File: src/rtl/vpg_pkg.sv
// vpg_pkg: shared FSM states, timing record and mode table for the video pattern generator
package vpg_pkg;

    localparam int MODE_W  = 2;
    localparam int N_MODES = 4;

    typedef enum logic [2:0] {
        IDLE,
        WAIT_FRAME,
        BLANK,
        LOAD,
        SETTLE,
        RUN
    } state_t;

    typedef struct packed {
        logic [11:0] h_total;
        logic [11:0] h_sync;
        logic [11:0] h_start;
        logic [11:0] h_end;
        logic [11:0] v_total;
        logic [11:0] v_sync;
        logic [11:0] v_start;
        logic [11:0] v_end;
        logic [11:0] v_active_14;
        logic [11:0] v_active_24;
        logic [11:0] v_active_34;
    } timing_t;

    // 0: 640x480, 1: 1280x720, 2: 1920x1080, 3: 1024x768
    localparam timing_t [N_MODES-1:0] MODE_TABLE = '{
        0: '{12'd799,  12'd95,  12'd141, 12'd781,  12'd524,  12'd1, 12'd34, 12'd514,  12'd154, 12'd274, 12'd394},
        1: '{12'd1649, 12'd39,  12'd257, 12'd1537, 12'd749,  12'd4, 12'd24, 12'd744,  12'd204, 12'd384, 12'd564},
        2: '{12'd2199, 12'd43,  12'd189, 12'd2109, 12'd1124, 12'd4, 12'd40, 12'd1120, 12'd310, 12'd580, 12'd850},
        3: '{12'd1343, 12'd135, 12'd293, 12'd1317, 12'd805,  12'd5, 12'd34, 12'd802,  12'd226, 12'd418, 12'd610}
    };

endpackage

File: src/rtl/vpg_mode_rom.sv
// vpg_mode_rom: combinational mode index to timing record lookup
module vpg_mode_rom
    import vpg_pkg::*;
(
    input  logic [MODE_W-1:0] idx,
    output timing_t           rec
);

    assign rec = MODE_TABLE[idx];

endmodule

File: src/rtl/vpg_mode_ctrl.sv
// vpg_mode_ctrl: mode switch sequencer for the video pattern generator (VPG_PLL_HANDSHAKE_EN adds a PLL handshake in SETTLE)
module vpg_mode_ctrl
    import vpg_pkg::*;
#(
    parameter int BLANK_CYCLES  = 16,
    parameter int SETTLE_CYCLES = 1024,
    parameter int FRAME_TIMEOUT = 4194304
) (
    input  logic        clk,
    input  logic        reset_n,
    input  logic [2:0]  mode_sel,
    input  logic        mode_req,
    output logic        mode_ack,
    output logic        mode_busy,
    output logic        mode_err,
    input  logic        vga_vs,
    output logic        gen_reset_n,
    output logic [2:0]  cur_mode,
    output logic [11:0] h_total,
    output logic [11:0] h_sync,
    output logic [11:0] h_start,
    output logic [11:0] h_end,
    output logic [11:0] v_total,
    output logic [11:0] v_sync,
    output logic [11:0] v_start,
    output logic [11:0] v_end,
    output logic [11:0] v_active_14,
    output logic [11:0] v_active_24,
    output logic [11:0] v_active_34
`ifdef VPG_PLL_HANDSHAKE_EN
    ,
    output logic        pll_req,
    output logic [2:0]  pll_sel,
    input  logic        pll_done
`endif
);

    localparam logic [22:0] BLANK_END = 23'(BLANK_CYCLES - 1);
    localparam logic [22:0] FT_END    = 23'(FRAME_TIMEOUT - 1);

    state_t              state, state_next;
    logic [22:0]         cnt;
    logic [MODE_W-1:0]   tgt;
    logic [2:0]          cur;
    logic                busy, ack, err;
    logic                vs_s1, vs_s2;
    timing_t             tim, rom_rec;
    logic                req_ok, invalid, same, accept, vs_fall, settle_done;

    vpg_mode_rom u_rom (
        .idx (tgt),
        .rec (rom_rec)
    );

    assign req_ok  = state == RUN && mode_req && !busy;
    assign invalid = req_ok && mode_sel[2];
    assign same    = req_ok && !mode_sel[2] && mode_sel == cur;
    assign accept  = req_ok && !mode_sel[2] && mode_sel != cur;
    assign vs_fall = vs_s2 && !vs_s1;

`ifdef VPG_PLL_HANDSHAKE_EN
    assign settle_done = pll_done;
    assign pll_req     = state == SETTLE && !pll_done;
    assign pll_sel     = {1'b0, tgt};
`else
    localparam logic [22:0] SETTLE_END = 23'(SETTLE_CYCLES - 1);
    assign settle_done = cnt == SETTLE_END;
`endif

    // next-state selection; the generator keeps running while waiting for the frame boundary
    always_comb begin
        state_next = state;
        case (state)
            IDLE:       state_next = BLANK;
            RUN:        state_next = accept ? WAIT_FRAME : RUN;
            WAIT_FRAME: state_next = (vs_fall || cnt == FT_END) ? BLANK : WAIT_FRAME;
            BLANK:      state_next = cnt == BLANK_END ? LOAD : BLANK;
            LOAD:       state_next = SETTLE;
            SETTLE:     state_next = settle_done ? RUN : SETTLE;
            default:    state_next = IDLE;
        endcase
    end

    // state register and saturating per-state cycle counter
    always_ff @(posedge clk) begin
        if (!reset_n) begin
            state <= IDLE;
            cnt   <= '0;
        end else begin
            state <= state_next;
            cnt   <= state_next != state ? '0 : (&cnt ? cnt : cnt + 23'd1);
        end
    end

    // request handling, timing load and completion; auto-load after reset completes silently
    always_ff @(posedge clk) begin
        if (!reset_n) begin
            tgt  <= '0;
            cur  <= '0;
            busy <= 1'b0;
            ack  <= 1'b0;
            err  <= 1'b0;
            tim  <= MODE_TABLE[0];
        end else begin
            if (accept)
                tgt <= mode_sel[MODE_W-1:0];
            if (state == LOAD)
                tim <= rom_rec;
            if (state == SETTLE && settle_done)
                cur <= {1'b0, tgt};
            busy <= accept ? 1'b1 : (state == SETTLE && settle_done) ? 1'b0 : busy;
            ack  <= same || (state == SETTLE && settle_done && busy);
            err  <= invalid;
        end
    end

    // two-stage vsync sample; idles high so reset cannot fake a falling edge
    always_ff @(posedge clk) begin
        if (!reset_n) begin
            vs_s1 <= 1'b1;
            vs_s2 <= 1'b1;
        end else begin
            vs_s1 <= vga_vs;
            vs_s2 <= vs_s1;
        end
    end

    assign gen_reset_n = state == RUN || state == WAIT_FRAME;
    assign mode_ack    = ack;
    assign mode_busy   = busy;
    assign mode_err    = err;
    assign cur_mode    = cur;
    assign h_total     = tim.h_total;
    assign h_sync      = tim.h_sync;
    assign h_start     = tim.h_start;
    assign h_end       = tim.h_end;
    assign v_total     = tim.v_total;
    assign v_sync      = tim.v_sync;
    assign v_start     = tim.v_start;
    assign v_end       = tim.v_end;
    assign v_active_14 = tim.v_active_14;
    assign v_active_24 = tim.v_active_24;
    assign v_active_34 = tim.v_active_34;

endmodule

File: config.mk
export PLATFORM = sky130hd
export DESIGN_NAME = vpg_mode_ctrl
export DESIGN_NICKNAME = d
export VERILOG_FILES = /design/src/rtl/vpg_pkg.sv /design/src/rtl/vpg_mode_rom.sv /design/src/rtl/vpg_mode_ctrl.sv
export SDC_FILE = /design/constraint.sdc
export NUM_CORES = 1
export LEC_CHECK = 0
export CAP_MARGIN = 10
export CORE_MARGIN = 5
export CORE_UTILIZATION = 49
export CTS_CLUSTER_SIZE = 12
export DETAILED_ROUTE_END_ITERATION = 10
export GPL_ROUTABILITY_DRIVEN = 0
export PLACE_DENSITY = 0.79
export SETUP_SLACK_MARGIN = 0.05
export SYNTH_ARGS = -nofsm -noshare
export SYNTH_HDL_FRONTEND = slang
export SYNTH_HIERARCHICAL = 1
export SYNTH_SLANG_ARGS = --single-unit
File: constraint.sdc
create_clock -name clk -period 2.29 [get_ports clk]
set_clock_uncertainty 0.15 [all_clocks]
set_input_delay 0.458 -clock clk [delete_from_list [all_inputs] [get_ports clk]]
set_output_delay 0.458 -clock clk [all_outputs]
set_load 0.1 [all_outputs]
Yosys cells after proc, flatten, opt, wreduce, memory -nomap -nowiden
Index checks and enable logic that the tools add are counted.

Logic and storage cells: 62. Output and inout bits: 139. Register bits after elaboration: 167. Bits of input ports: 7.

Bitwise operators: 1. Multiplexer cells: 9. Eq/ne operators: 11. Add/sub/neg operators: 1. Reduce and logical (&&, ||, !) cells: 19. Order comparisons: 1.

Operators by type and width (number): 132-bit binary-select mux with 2-bit select (1); 132-bit 2-to-1 mux (1); 23-bit by 1-bit adder with 23-bit output, second input constant (1); 23-bit by 10-bit equality test with 1-bit output, second input constant (1); 23-bit by 22-bit equality test with 1-bit output, second input constant (1); 23-bit by 4-bit equality test with 1-bit output, second input constant (1); 23-bit AND reduction (1); 3-bit case mux with 6 select lines (1); 1-bit logical AND (9); 3-bit by 2-bit equality test with 1-bit output, second input constant (2); 3-bit equality test, second input constant (2); 1-bit 2-to-1 mux (4); 3-bit by 1-bit equality test with 1-bit output, second input constant (1); 3-bit by 2-bit equality test with 1-bit output (1); 1-bit zero test (3); 3-bit zero test (1); 1-bit logical OR (3); 2-bit by 3-bit < comparator with 1-bit output, second input constant (1); 3-bit 2-to-1 mux (1); 3-bit by 2-bit inequality test with 1-bit output (1); 3-bit inequality test (1); 2-bit 2-to-1 mux (1); 2-bit nonzero test (1); 2-bit OR reduction (1); 1-bit NOT (1).

Logic depth before layout (Yosys ltp)
Gate-level depths: netlist of run 1.

Depth after elaboration: 9. Gate-level depth with buffers: 7. Gate-level depth less buffers: 6.

Cells and area by module
The synthesis of run 1 kept the hierarchy.

By module, submodules not included: vpg_mode_ctrl (area each 6302.3 um2, cells an instance 782, times used 1); vpg_mode_rom (area each 1032.2 um2, cells an instance 137, times used 1).

Worst setup path after synthesis of run 1
OpenSTA, ideal clock, no wires.

Path type: flip-flop to flip-flop. Start: register state[0]. End: register cnt[10]. Path slack: -0.313 ns. Data arrival time: 2.333 ns. Path buffers: 1. Stages on the path, launching flop included: 7. Required time: 2.020 ns. Period minus slack after synthesis: 2.603 ns. Path through: dfxtp_1 > and2b_1 > nand3_1 > o41a_1 > a211oi_2 > buf_2 > nor3_1.

Longest elaborated chain between the ends: 9. Elaborated cells between the ends (all ways): 14. Classes of those cells: eq/ne (6); mux (2); reduce/logical (6).

RTL lines: start: declaration (RTL line vpg_mode_ctrl.sv:41) `state_t state, state_next;`; start signal: assignment (RTL line vpg_mode_ctrl.sv:90) `state <= state_next;`; 3-bit equality test (RTL line vpg_mode_ctrl.sv:55, vpg_mode_ctrl.sv:73); 1-bit logical AND (2 in a row) (RTL line vpg_mode_ctrl.sv:55) `assign req_ok = state == RUN && mode_req && !busy;`; 1-bit logical AND (2 in a row) (RTL line vpg_mode_ctrl.sv:58) `assign accept = req_ok && !mode_sel[2] && mode_sel != cur;`; 3-bit 2-to-1 mux (RTL line vpg_mode_ctrl.sv:75) `RUN: state_next = accept ? WAIT_FRAME : RUN;`; 3-bit case mux with 6 select lines (RTL line vpg_mode_ctrl.sv:73) `case (state)`; 3-bit inequality test (*) (RTL line vpg_mode_ctrl.sv:91) `cnt <= state_next != state ? '0 : (&cnt ? cnt : cnt + 23'd1);`; 2-bit OR reduction (no line) (*); end signal: assignment (RTL line vpg_mode_ctrl.sv:91); end: declaration (RTL line vpg_mode_ctrl.sv:42) `logic [22:0] cnt;`.

Every way passes the cells marked *; elsewhere a longest branch is shown, timed or not. A chain may end at the register's enable or synchronous reset.

Worst setup path in the final report of run 1
Start: register cnt[11]. End: register cnt[7].

Longest elaborated chain between the ends: 6. Elaborated cells between the ends (all ways): 11. Classes of those cells: eq/ne (4); mux (4); reduce/logical (3).

RTL lines: 23-bit by 22-bit equality test with 1-bit output (RTL line vpg_mode_ctrl.sv:76) `WAIT_FRAME: state_next = (vs_fall || cnt == FT_END) ? BLANK : WAIT_FRAME;`; 1-bit logical OR (RTL line vpg_mode_ctrl.sv:76); 2-bit 2-to-1 mux (RTL line vpg_mode_ctrl.sv:76); 3-bit case mux with 6 select lines (RTL line vpg_mode_ctrl.sv:73); 3-bit inequality test (RTL line vpg_mode_ctrl.sv:91); 2-bit OR reduction (no line).

Several ways; a longest one is shown, not always the timed one.

==> metrics.md, run 1 <==
| Metric | Value |
|---|---|
| HPWL Detailed | `10,920 µm` |
| Share of cells above drive strength 1 | `0.2164` |
| Final Util | `0.5928` |
| Top-Level Pins | `146` |
| Max Root-Sink Buffers | `2` |
| Commonest cells post-synth | `nand2_1, dfxtp_1, buf_4` |
| Max_cap viols | `0` |
| Hold Path Sink | `h_sync[4]` |
| Critical path endpoint category | `flip-flop` |
| Setup ws final | `0.08708 ns` |
| Worst hold margin | `0.3037 ns` |
| FF-to-FF Start | `cnt[11]` |
| Via count | `5,868` |
| Multiplexer area fraction after synthesis | `0.004094` |
| Initial Util | `0.5027` |
| Clock share of power | `0.496` |
| Synth Area in Simple Gates | `0.2484` |
| Worst EP required | `2.44 ns` |
| Vias in the first global route | `5,435` |
| FF+latch count, synth | `167` |
| GRT Total Usage | `0.1882` |
| Adder-cell share of the synthesized area | `0.01365` |
| DIE HEIGHT | `132.3 µm` |
| Crit path launch type | `flip-flop` |
| Synthesized instance count | `919` |
| Setup slack, reg-to-reg | `0.09 ns` |
| Setup CP Type | `flip-flop to flip-flop` |
| WHS Path Cells | `2` |
| Final Hold Fails | `0` |
| Post-Synth XOR/XNOR Area | `0.02030` |
| Clk sinks | `167` |
| Vias per cell | `4.964` |
| Period utilization | `0.9620` |
| Minimum clock period | `2.203 ns` |
| Setup TNS Final | `0 ns` |
| Total gr overflow | `0` |
| Cell count of the worst reg-to-reg path | `6` |
| Slew HR | `0.6394` |
| Largest family of logic cells by synthesized area | `simple AND/OR/NAND/NOR gates` |
| Ys flop type | `dfxtp_1` |
| P_sw | `1.232 mW` |
| Outcome | `finished clean` |
| Slew Limit Fails | `0` |
| Number of setup buffers added after CTS | `0` |
| Hold Buf Count CTS | `0` |
| Avg Synthesized Cell Area | `7.981 µm²` |
| Drt total wl | `16,790 µm` |
| Sw Ratio | `0.2045` |
| DR pass1 iterations | `5` |
| Ys Warns | `6` |
| Flop pwr share | `0.484` |
| Leakage | `3.571 nW` |
| Mapped cell area | `0.007335 mm²` |
| Remaining DRCs | `0` |
| Fillers | `1,285` |
| Core area | `0.01459 mm²` |
| Synth Area in Compound Gates | `0.09536` |
| CTS tree | `yes` |
| Antenna Cells | `0` |
| Layout Cells excl Fill | `1,182` |
| Root buffer cell | `clkbuf_16` |
| Share of synthesized flip-flops with an asynchronous set or reset | `0` |
| Register area share after synthesis | `0.4558` |
| Pwr dens | `696.5 mW/mm²` |
| EDFF count, synth | `0` |
| Die area | `0.01752 mm²` |
| Worst-margin pin slew | `0.5409 ns` |
| Routed WL per cell | `14.20 µm` |
| First-pass GRT wire length | `27,390 µm` |
| Achievable Freq | `0.4539 GHz` |
| Final setup viols | `0` |
| Dpl ws | `-0.1853 ns` |
| Htree depth | `4` |
| Largest net degree at the start of global routing | `96` |
| 1st-iter DRT viols | `408` |
| Cts bufs inserted | `17` |
| CP cell instances | `nand3_1 > nor4_2 > a32oi_1 > a211oi_2 > buf_12 > nor4_1` |
| Area Growth Syn to Fin | `17.91%` |
| CTS resizes | `0` |
| Synth top area cells | `dfxtp_1, nand2_1, buf_4` |
| DIE WIDTH | `132.3 µm` |
| Remaining antenna violation count | `0` |
| Nets | `1,001` |
| Initial antenna violation count | `0` |
| CTS clk-pin slew, worst paths | `0.06 ns` |
| Crit-path slowest cell | `nor4_2` |
| Post-synth top area cell | `dfxtp_1` |
| Hold path startpoint | `h_sync[4]` |
| Inst Count DP | `1,151` |
| Combinational Power Share | `0.020` |
| Most common cell in the netlist | `nand2_1` |
| Post-synth top area share | `0.4558` |
| IO Port Bufs | `144` |
| P_int | `4.791 mW` |
| Min-Delay Path Class | `flip-flop to flip-flop` |
| Row count | `44` |
| Max incr delay on CP | `0.50 ns` |
| Cell variety after synth | `52` |
| Maximum vdd drop | `0.5443 mV` |
| CP Max Fanout | `23` |
| Crit Reg-Reg Endpoint | `cnt[7]` |
| Clk Latency, worst-skew pair | `0.42 ns` |
| Crit path DAT | `2.36 ns` |
-- worst max-delay path by stage --
stage                      from       to  slack (ns)  depth (start not counted)
finish                  cnt[11]   cnt[7]        0.09                          6
global route            cnt[16]  cnt[10]     -0.0008                          7
CTS                      cnt[0]   cnt[7]        0.14                          8
detailed placement  mode_sel[0]   cnt[5]       -0.19                          7
global placement    mode_sel[1]   cnt[5]       -0.13                          7
floorplan           cur_mode[1]  cnt[10]        0.12                          6
-- worst max-delay path, delay by kind of cell (launching register included) --
| kind | cells | cell delay (ns) |
|---|---|---|
| simple gates | 3 | 0.74 |
| compound gates | 2 | 0.58 |
| buf+inv | 1 | 0.21 |
| flops | 1 | 0.40 |
-- state kept, by name, indices dropped and copies added, names as in the netlist, 2 cells and up --
register,cells
h_end,12
tgt,2
v_end,12
state,3
v_active_14,12
v_active_24,12
cur_mode,2
v_start,12
h_total,12
v_sync,12
v_total,12
h_start,12
v_active_34,12
h_sync,12
cnt,23
-- metrics by stage --
step	area [µm²]	power [mW]
floorplan	7538	3.124
global placement	8023	3.096
detailed placement	8023	3.095
CTS	8642	6.094
global route	8648	6.246
finish	8648	6.023
-- per-layer routing --
layer  GRT usage  share of wire  vias up
li1            -              -     2978
met1      0.2374           0.43     2726
met2      0.2980           0.48      152
met3     0.08015          0.079       12
met4     0.04751         0.0081        0
met5           0              0        -
-- cell usage in the layout (no fill, tap or decap), types with 2 or more instances in the layout --
master,count
clkbuf_16,17
conb_1,56
or4_1,4
or3_1,2
nor3_1,20
a211oi_2,2
nor2_1,15
dfxtp_2,2
mux2i_1,3
and4_1,3
nand3_1,58
o21ai_1,2
o31ai_1,2
clkdlybuf4s50_1,5
buf_4,158
bufinv_16,4
nor4_2,3
clkinv_2,3
dfxtp_1,165
inv_1,12
and3_1,5
a21oi_1,95
nand4_1,5
clkinvlp_4,4
nand2b_1,3
a311oi_1,3
xor2_1,7
xnor2_1,10
buf_12,7
o21ai_0,2
a2111oi_2,3
ha_1,8
a31oi_1,2
nor4_1,7
nor3_2,2
nand2_1,274
-- cell type report --
| class | instances | area, µm² | share of cell area |
|---|---|---|---|
| Inverter | 13 | 48.80 | 0.005642 |
| Sequential cell | 167 | 3346 | 0.3869 |
| Timing Repair Buffer | 171 | 1381 | 0.1597 |
| Clock inverter | 12 | 176.4 | 0.02040 |
| Multi-Input combinational cell | 616 | 3023 | 0.3495 |
| Clock buffer | 19 | 442.9 | 0.05122 |
| Tap cell | 184 | 230.2 | 0.02662 |
-- power groups by stage --
stage / Sequential (mW) / Combinational, mW / Clock (mW)
after floorplan: 2.98 / 0.147 / 0
after global placement: 2.98 / 0.118 / 0
after detailed placement: 2.98 / 0.117 / 0
after CTS: 2.91 / 0.118 / 3.06
after global routing: 2.91 / 0.133 / 3.20
final: 2.91 / 0.120 / 2.99
-- cells by family after synthesis --
group,Yosys count
AOI/OAI and AO/OA,120
and+or+nand+nor,412
other,3
buffers and inverters,189
muxes,3
adders and majority gates,8
DFF,167
xor gates and xnor gates,17
Note: power is estimated with default switching activity, not from simulation.
==> run 2, diff against run 1 <==
SETUP_SLACK_MARGIN = default   (was 0.05)
SKIP_CTS_REPAIR_TIMING = 1   (was default)
==> results of run 2 <==
The final DEF is identical to that of run 1; final timing and power are the same.
